### src/rtl/bcd_pkg.sv
// Shared BCD digit constants and types for the up/down BCD counter.
package bcd_pkg;
    localparam int BCD_W = 4;
    localparam logic [BCD_W-1:0] BCD_MAX = 4'd9;
    localparam logic [BCD_W-1:0] BCD_MIN = 4'd0;

    typedef logic [BCD_W-1:0] bcd_digit_t;

    function automatic logic is_bcd(input bcd_digit_t d);
        return d <= BCD_MAX;
    endfunction
endpackage

### src/rtl/bcd_digit.sv
// One BCD digit register with wrap-around increment/decrement and parallel load.
// Latency 1 cycle; no backpressure, acts on every enabled edge.
module bcd_digit
    import bcd_pkg::*;
(
    input  logic       clock,
    input  logic       reset,
    input  logic       inc,
    input  logic       dec,
    input  logic       ld,
    input  bcd_digit_t ld_val,
    output bcd_digit_t q,
    output logic       at_max,
    output logic       at_min
);
    bcd_digit_t q_q;
    bcd_digit_t q_d;

    always_comb begin
        q_d = q_q;
        if (ld) begin
            q_d = ld_val;
        end else if (inc) begin
            q_d = (q_q == BCD_MAX) ? BCD_MIN : q_q + 4'd1;
        end else if (dec) begin
            q_d = (q_q == BCD_MIN) ? BCD_MAX : q_q - 4'd1;
        end
    end

    always_ff @(posedge clock) begin
        if (reset) q_q <= BCD_MIN;
        else       q_q <= q_d;
    end

    assign q      = q_q;
    assign at_max = (q_q == BCD_MAX);
    assign at_min = (q_q == BCD_MIN);
endmodule

### src/rtl/bcd_updown_counter.sv
// Cascaded DIGITS-wide BCD up/down counter with validated parallel load.
// Latency 1 cycle from sampled inputs to registered outputs; no backpressure.
module bcd_updown_counter
    import bcd_pkg::*;
#(
    parameter int DIGITS = 2
) (
    input  logic                clock,
    input  logic                reset,
    input  logic                enb,
    input  logic                up,
    input  logic                load,
    input  logic [4*DIGITS-1:0] load_val,
    output logic [4*DIGITS-1:0] out,
    output logic                tc,
    output logic                load_err
);
    logic [DIGITS-1:0] at_max;
    logic [DIGITS-1:0] at_min;
    logic [DIGITS-1:0] inc;
    logic [DIGITS-1:0] dec;
    logic              ld;
    logic              load_ok;
    logic              count_en;
    logic              carry;
    logic              borrow;
    logic              tc_q, tc_d;
    logic              load_err_q, load_err_d;

    // A digit steps only when every lower digit is about to wrap.
    always_comb begin
        load_ok  = 1'b1;
        count_en = enb & ~load;
        carry    = 1'b1;
        borrow   = 1'b1;
        inc      = '0;
        dec      = '0;
        for (int i = 0; i < DIGITS; i++) begin
            load_ok = load_ok & is_bcd(load_val[4*i +: BCD_W]);
            inc[i]  = count_en & up & carry;
            dec[i]  = count_en & ~up & borrow;
            carry   = carry & at_max[i];
            borrow  = borrow & at_min[i];
        end
        ld         = load & load_ok;
        tc_d       = count_en & (up ? carry : borrow);
        load_err_d = load & ~load_ok;
    end

    for (genvar g = 0; g < DIGITS; g++) begin : g_digit
        bcd_digit u_digit (
            .clock  (clock),
            .reset  (reset),
            .inc    (inc[g]),
            .dec    (dec[g]),
            .ld     (ld),
            .ld_val (load_val[4*g +: BCD_W]),
            .q      (out[4*g +: BCD_W]),
            .at_max (at_max[g]),
            .at_min (at_min[g])
        );
    end

    always_ff @(posedge clock) begin
        if (reset) begin
            tc_q       <= 1'b0;
            load_err_q <= 1'b0;
        end else begin
            tc_q       <= tc_d;
            load_err_q <= load_err_d;
        end
    end

    assign tc       = tc_q;
    assign load_err = load_err_q;
endmodule

### config.mk
export PLATFORM = sky130hd
export DESIGN_NAME = bcd_updown_counter
export DESIGN_NICKNAME = d
export VERILOG_FILES = /design/src/rtl/bcd_pkg.sv /design/src/rtl/bcd_digit.sv /design/src/rtl/bcd_updown_counter.sv
export SDC_FILE = /design/constraint.sdc
export NUM_CORES = 1
export LEC_CHECK = 0
export ABC_AREA = 1
export CAP_MARGIN = 20
export CORE_UTILIZATION = 42
export CTS_CLUSTER_SIZE = 24
export DETAILED_ROUTE_END_ITERATION = 8
export PLACE_DENSITY = 0.73
export SLEW_MARGIN = 20
export SYNTH_ARGS = -nofsm -noshare
export SYNTH_HDL_FRONTEND = slang
export SYNTH_SLANG_ARGS = --single-unit
### constraint.sdc
create_clock -name clock -period 1 [get_ports clock]
set_input_delay 0.1 -clock clock [delete_from_list [all_inputs] [get_ports clock]]
set_output_delay 0.1 -clock clock [all_outputs]
set_load 0.1 [all_outputs]
* Word level (Yosys, flattened, before mapping)
Cells that the tools add are included.
Word-level totals: flip-flop bits (word level) 10, bits in latches 0, bits in writable memories 0, ROM bits 0, input bits 13, output and inout bits 10, logic and storage cells 41, memories 0
Operators by class: add/subtract/negate cells 4, multipliers 0, div/mod/pow operators 0, $lt $le $gt $ge 2, equal/unequal tests 2, shift operators 0, mux-type cells 11, bitwise gates (word level) 14, reductions and logical operators 4
Operators by type and width (count):
- $mux 4 | 10
- $and 1x1->1 | 11
- $add 4x1->4 const B | 2
- $eq 4x4->1 const B | 2
- $le 4x4->1 const B | 2
- $logic_not 4->1 | 2
- $sub 4x1->4 const B | 2
- $reduce_bool 3->1 | 2
- $not 1->1 | 3
- $mux 1 | 1

* Longest topological paths before layout
Gate-level depths: netlist of run 1.
depth after elaboration 7, gate-level depth with buffers 9, depth with buffers taken out 9

* By module
A second synthesis of run 1 with hierarchy kept.
Second synthesis, totals: cell total of the unflattened synthesis 146, area, all modules 868.3 µm²
By module, submodules not included:
- bcd_digit | instances 2, cells each 60, area each 365.4 µm², seq. area each 80.1 µm²
- bcd_updown_counter | instances 1, cells each 26, area each 137.6 µm², seq. area each 40.0 µm²

* Worst setup path after synthesis of run 1
No wires, ideal clock.
path type register to register, start register g_digit[0].u_digit.q_q[2], end register g_digit[1].u_digit.q_q[2], library setup time 0.067 ns, data arrival time 1.824 ns, data required time 0.933 ns, setup slack -0.891 ns, cell stages (with the launch flop) 9, path buffers 0, period minus slack after synthesis 1.891 ns, cells stage by stage dfxtp_1 > inv_2 > nand2_2 > nor2_4 > nand2_4 > nand2_2 > nor2_2 > nand2_1 > a21oi_2
On the way: longest elaborated chain between the ends 4, elaborated cells between the ends (all ways) 7, classes of those cells eq/ne (1); mux (2); bitwise (2); reduce/logical (2)
Ends and longest elaborated chain:
- start: declaration | RTL line bcd_digit.sv:16 | bcd_digit_t q_q;
- start signal: assignment | RTL line bcd_digit.sv:32 | else q_q <= q_d;
- $eq 4x4->1 | RTL line bcd_digit.sv:36 | assign at_max = (q_q == BCD_MAX);
- $and 1x1->1 | RTL line bcd_updown_counter.sv:40 | inc[i] = count_en & up & carry;
- $mux 4 | RTL line bcd_digit.sv:23 | end else if (inc) begin
- $mux 4 | RTL line bcd_digit.sv:21 | if (ld) begin
- end signal: assignment | RTL line bcd_digit.sv:32
- end: declaration | RTL line bcd_digit.sv:16
Parallel ways exist; a longest one is shown, timed or not. A chain may end at the register's enable or synchronous reset.

* Final worst setup path of run 1
start register g_digit[0].u_digit.q_q[0], end register g_digit[1].u_digit.q_q[3]
The elaborated chain is that of the path after synthesis.

==> results.md, run 1 <==
* Sequential Power Share at 0.284
* Yosys cell types at 24
* LEAKAGE at 0.000746 uW
* Hold buffer count at CTS at 0
* First-pass GRT wire length at 4970 um
* Register area share after synthesis at 0.250
* Most used cell, CP: nor2_1
* Final hold viol count at 0
* Min-delay worst type: in -> reg
* CP Buf/Inv Count at 0
* CTS tree: yes
* Min cycle time layout at 1.35 ns
* Synth area leaders: dfxtp_1 (25%), nand2_1 (16%), nor2_1 (8.9%)
* Skew final at 0.00574 ns
* Wire length per cell at 15.1 um
* Multiplexer share of the synthesized area at 0
* Multi-input logic area at 576 um^2
* TritonCTS Sinks at 10
* Grt ovf at 0
* Syn_nets at 148
* GRT Overall Usage at 0.338
* Switch share at 0.438
* Arr. time, crit path at 1.52 ns
* Most common cell after layout, fill and taps aside: nand2_1
* Nets@finish at 206
* Post-Synth Adder-Cell Area at 0
* Failing checks: negative setup slack
* CP delay by family, top: simple AND/OR/NAND/NOR gates
* Iteration-0 DRC Markers at 79
* Setup ws final at -0.348 ns
* WL final at 3280 um
* Most frequent cells in the layout: nand2_1 (32), buf_4 (25), nor2_1 (15)
* Simple-gate share of the synthesized area at 0.485
* PortBufs at 22
* Slowest-stage cell, CP: dfxtp_4
* Synth top area share at 0.250
* Sw Pwr at 757 uW
* Yosys reg bits at 10
* Slew Viols, Final at 0
* Num ports at 23
* Synthesized area at 800 um^2
* Starting Density at 0.453
* Critical path endpoint category: flop
* GPL Wtd Cong at 0.923
* Routed vias at 1207
* MaxCap Viol Count at 0
* Main combinational cell family by area after synthesis: simple AND/OR/NAND/NOR gates
* Critical path class: reg -> reg
* Max-slew headroom at the worst pin at 0.824
* Die Y at 45.6 um
* Dpl hpwl at 2030 um
* Total core area at 1760 um^2
* Reg clk slew, reported paths at 0.08 ns
* Placed cells at 201
* PD cells at 1130 nW/um^2
* WP data required at 1.17 ns
* RSZ-0062 raised after global routing: yes
* Comb power frac at 0.536
* Drt pass-1 iters at 5
* Worst VDD drop at 0.000909 V
* Via density at 5.56
* Vias in the first global route at 1124
* FP Rows at 15
* F_max at 0.742 GHz
* CP peak stage delay at 0.37 ns
* H-tree depth at 1
* Startpoint types: flop
* Largest net degree at the start of global routing at 10
* Layout cell share with drive strength beyond 1 at 0.448
* Filler cells at 104
* Worst-path maximum fanout at 5
* N_diodes at 0
* Die area at 2080 um^2
* Syn Inst Count at 135
* Sequential cell area at 233 um^2
* ANT nets after route at 0
* DIE WIDTH at 45.6 um
* DRC Markers at 0
* Status: finished, violations left
* XOR/XNOR Fraction of Synth Area at 0.0110
* Final setup fails at 16
* Syn_area_per_cell at 5.92 um^2
* Synthesis Warnings at 0
* Final period utilization at 1.35
* Clk pwr share at 0.180
* Post-route design area at 1530 um^2
* Slew @ Worst Pin at 0.261 ns
* TNS Setup at -2.65 ns
* Dpl cell area at 1340 um^2
* Top cell type by total area after synthesis: dfxtp_1
* Compound-Gate Fraction of Synth Area at 0.156
* Cell Chain, Critical Path: nor2_4 -> nand4_1 -> nand3_2 -> nand2_1 -> nor2_1 -> nor2_1
* Deepest clock path buffer count at 2
* Total chip power at 1730 uW
* Synth-to-layout area growth at 91.1%
* Clk_lat worst skew at 0.28 ns
* Total CTS buffers at 3
* P_int at 969 uW
* Fin cells at 217
* Number of antenna violations at the first check in global routing at 0
* Clk root buf: clkbuf_4
repair_timing:
action	CTS	global route
pin swaps	8	5
setup endpoints to repair	17	17
buffers inserted	9	4
resized for setup	15	6
flip-flops by register name (all words and copies together), names as in the netlist:
name and flops:
g_digit.u_digit.q 8, load_err 1, tc 1
Yosys cell counts, drive strengths merged:
master,instances
clkinv,2
a211oi,1
xor2,1
inv,16
o21ai,12
o211ai,1
nand2,40
nor3,1
nor2,23
o21a,1
dfxtp,10
nand4,3
a21oi,7
nand3,16
buf,1
worst paths after layout:
path / start / endpoint / slack (ns) / cells past startpoint
max: g_digit[0].u_digit.q[0] / g_digit[1].u_digit.q[3] / -0.35 / 6
min: load / load_err / 0.36 / 4
max reg2reg: g_digit[0].u_digit.q[0] / g_digit[1].u_digit.q[3] / -0.35 / 6
min reg2reg: g_digit[1].u_digit.q[1] / g_digit[1].u_digit.q[1] / 0.67 / 2
final cells by class:
cell class                      count  area share
Timing Repair Buffer               54       0.385
Sequential cell                    10       0.152
Tap cell                           25      0.0205
Clock buffer                        3      0.0147
Inverter                           18      0.0483
Clock inverter                      1     0.00246
Multi-Input combinational cell    106       0.377
layer usage:
| metal | vias up | routed length, um | global-route usage |
|---|---|---|---|
| met2 | 98 | 1590 | 0.563 |
| met4 | 0 | 155 | 0.176 |
| met5 | - | 0 | 0 |
| li1 | 555 | - | - |
| met3 | 21 | 307 | 0.0556 |
| met1 | 533 | 1230 | 0.413 |
worst min-delay path: stages:
cell and delay [ns]:
dlygate4sd2_1 0.28, inv_2 0.08, buf_4 0.09, a211oi_1 0.04
cell families (layout without fill, tap and decap cells):
family                    Yosys count  after routing
buffers and inverters              19             76
DFF                                10             10
and+or+nand+nor                    83             83
AOI/OAI and AO/OA                  22             22
xor gates and xnor gates            1              1
power groups by stage:
stage / registers (uW) / clock network, uW / logic [uW]
after global placement: 483 / 0 / 778
after floorplan: 700 / 0 / 245
final: 490 / 311 / 926
after detailed placement: 486 / 0 / 793
after global routing: 491 / 328 / 974
after CTS: 483 / 311 / 863
per-stage QoR:
step	util	worst slack (ns)	hold WS, ns
4_1_cts	0.843	-0.202	0.363
2_1_floorplan	-	-0.290	0.153
5_1_grt	0.866	-0.329	0.372
3_5_place_dp	0.762	-0.563	0.566
6_report	0.866	-0.348	0.360
3_3_place_gp	0.762	-0.519	0.564
(Power assumes the default switching activity.)
==> run 2: changes to the inputs <==
- RECOVER_POWER: unset -> 100
- clock period: 1 -> 1.15 ns (I/O delays scaled with it)
==> run 2 against run 1 <==
  * The flow still finishes with violations (negative setup slack)
  * Clock-buffer cell count grew 1
  * Worst hold slack lost 0.050 ns
  * Largest power group unchanged
  * Sequential share of layout area rose by 1.1 points
  * Cell count down 5.5%
  * Highest routed layer unchanged
  * Register-to-register slack improved by 0.31 ns
  * Via count fell by 4.6%
  * Critical path type is now in -> reg
  * Clock skew rose by 0.0035 ns
  * Critical path depth is 3 higher
==> results.md, run 2 (synthesis gave the netlist of run 1 again) <==
* GPL Wtd Cong at 0.986
* Status: finished, violations left
* Final period utilization at 1.08
* Slew @ Worst Pin at 0.342 ns
* Most common cell after layout, fill and taps aside: nand2_1
* DIE WIDTH at 45.6 um
* Grt ovf at 0
* Failing checks: negative setup slack
* Min-delay worst type: in -> reg
* Via density at 5.61
* F_max at 0.806 GHz
* MaxCap Viol Count at 0
* Met2 routed WL at 1480 um
* Iteration-0 DRC Markers at 74
* CTS tree: yes
* Multi-input logic area at 631 um^2
* Arr. time, crit path at 1.42 ns
* Wire length per cell at 14.8 um
* Filler cells at 124
* DRT met1 WL at 1160 um
* Total CTS buffers at 3
* FP Rows at 15
* Critical path class: in -> reg
* Nets@finish at 194
* Die Y at 45.6 um
* Dpl hpwl at 1960 um
* Vias in the first global route at 875
* Deepest clock path buffer count at 2
* Setup ws final at -0.0907 ns
* Clk root buf: clkbuf_4
* WL final at 3030 um
* Final setup fails at 9
* DRC Markers at 0
* RSZ-0062 raised after global routing: yes
* Worst VDD drop at 0.000771 V
* Sequential cell area at 230 um^2
* Synth-to-layout area growth at 76.7%
* Num ports at 23
* Max reg flops at 8
* Clk_lat worst skew at 0.28 ns
* Min cycle time layout at 1.24 ns
* Hold buffer count at CTS at 0
* Die area at 2080 um^2
* Flop2flop setup slack at -0.04 ns
* Placement Setup Slack at -0.491 ns
* Starting Density at 0.453
* ANT nets after route at 0
* N_diodes at 0
* CP peak stage delay at 0.60 ns
* GRT Overall Usage at 0.259
* First-pass GRT wire length at 3800 um
* Reg clk slew, reported paths at 0.07 ns
* Routed vias at 1151
* Top layer in use: met4
* PD cells at 1030 nW/um^2
* Final hold viol count at 0
* Worst-path maximum fanout at 5
* LEAKAGE at 0.000713 uW
* Max-slew headroom at the worst pin at 0.772
* Cell Chain, Critical Path: dlygate4sd3_1 -> o21ai_4 -> nand3_4 -> nand2_2 -> inv_1 -> nand2_1 -> nand3_1 -> nand2_1 -> inv_1
* Drt pass-1 iters at 5
* Number of antenna violations at the first check in global routing at 0
* Startpoint types: primary input
* Wire length on met3 at 249 um
* Layout cell share with drive strength beyond 1 at 0.433
* Critical path endpoint category: flop
* Most frequent cells in the layout: nand2_1 (30), buf_4 (15), nor2_1 (14)
* Total core area at 1760 um^2
* TritonCTS Sinks at 10
* Skew final at 0.00929 ns
* CP delay by family, top: buffers and inverters
* WP data required at 1.32 ns
* CP Buf/Inv Count at 3
* H-tree depth at 1
* PortBufs at 22
* Total chip power at 1460 uW
* Largest net degree at the start of global routing at 10
* Slowest-stage cell, CP: dlygate4sd3_1
* Slew Viols, Final at 0
-- run 2: cell count changes in the layout (fill, tap and decap cells not counted), sizes merged, moves of 3 or more --
cell	previous run	this run
clkbuf	3	6
buf	42	26
clkdlybuf4s50	10	4
dlymetal6s2s	0	5
-- run 2: layout make-up --
cell class                      instances  area share
Inverter                               18      0.0540
Timing Repair inverter                  1     0.00443
Timing Repair Buffer                   40       0.284
Sequential cell                        10       0.163
Multi-Input combinational cell        107       0.446
Tap cell                               25      0.0221
Clock buffer                            4      0.0257
-- run 2: power breakdown --
part	internal [uW]	switching [uW]	total (uW)
Sequential	373	52.8	425
Combinational	253	443	696
Clock	193	143	336
Total	819	638	1460
-- run 2: path summary, 6_finish.rpt --
kind,depth (start not counted),start,endpoint
max reg2reg,8,g_digit[0].u_digit.q[1],g_digit[1].u_digit.q[1]
min reg2reg,2,g_digit[1].u_digit.q[2],g_digit[1].u_digit.q[2]
max,9,load_val[7],g_digit[0].u_digit.q[2]
min,5,load_val[3],g_digit[0].u_digit.q[3]
-- run 2: layer usage --
metal	vias up	global-route usage
li1	534	-
met1	523	0.328
met2	75	0.414
met3	19	0.0397
met4	0	0.145
met5	-	0
-- run 2: worst min-delay path: stages --
cell	delay [ns]
dlymetal6s2s_1	0.18
nand2_1	0.08
nand2_1	0.08
a21oi_2	0.03
nor2_1	0.07
-- run 2: through the flow --
| step | setup TNS, ns | util | cells | hold WS (ns) | cell area, um^2 |
|---|---|---|---|---|---|
| 2_1_floorplan | -0.559 | - | 135 | 0.168 | 851 |
| 3_3_place_gp | -2.83 | 0.730 | 194 | 0.524 | 1290 |
| 3_5_place_dp | -3.59 | 0.730 | 194 | 0.532 | 1290 |
| 4_1_cts | -0.0394 | 0.771 | 199 | 0.415 | 1360 |
| 5_1_grt | -0.821 | 0.801 | 205 | 0.318 | 1410 |
| 6_report | -0.401 | 0.801 | 205 | 0.311 | 1410 |
-- run 2: repair_timing --
action | 4_1_cts | 5_1_grt
pin swaps | 5 | 13
cloned | 0 | 2
setup endpoints to repair | 8 | 9
buffers inserted | 1 | 4
resized for setup | 10 | 24
endpoints found under the hold margin | 0 | 0
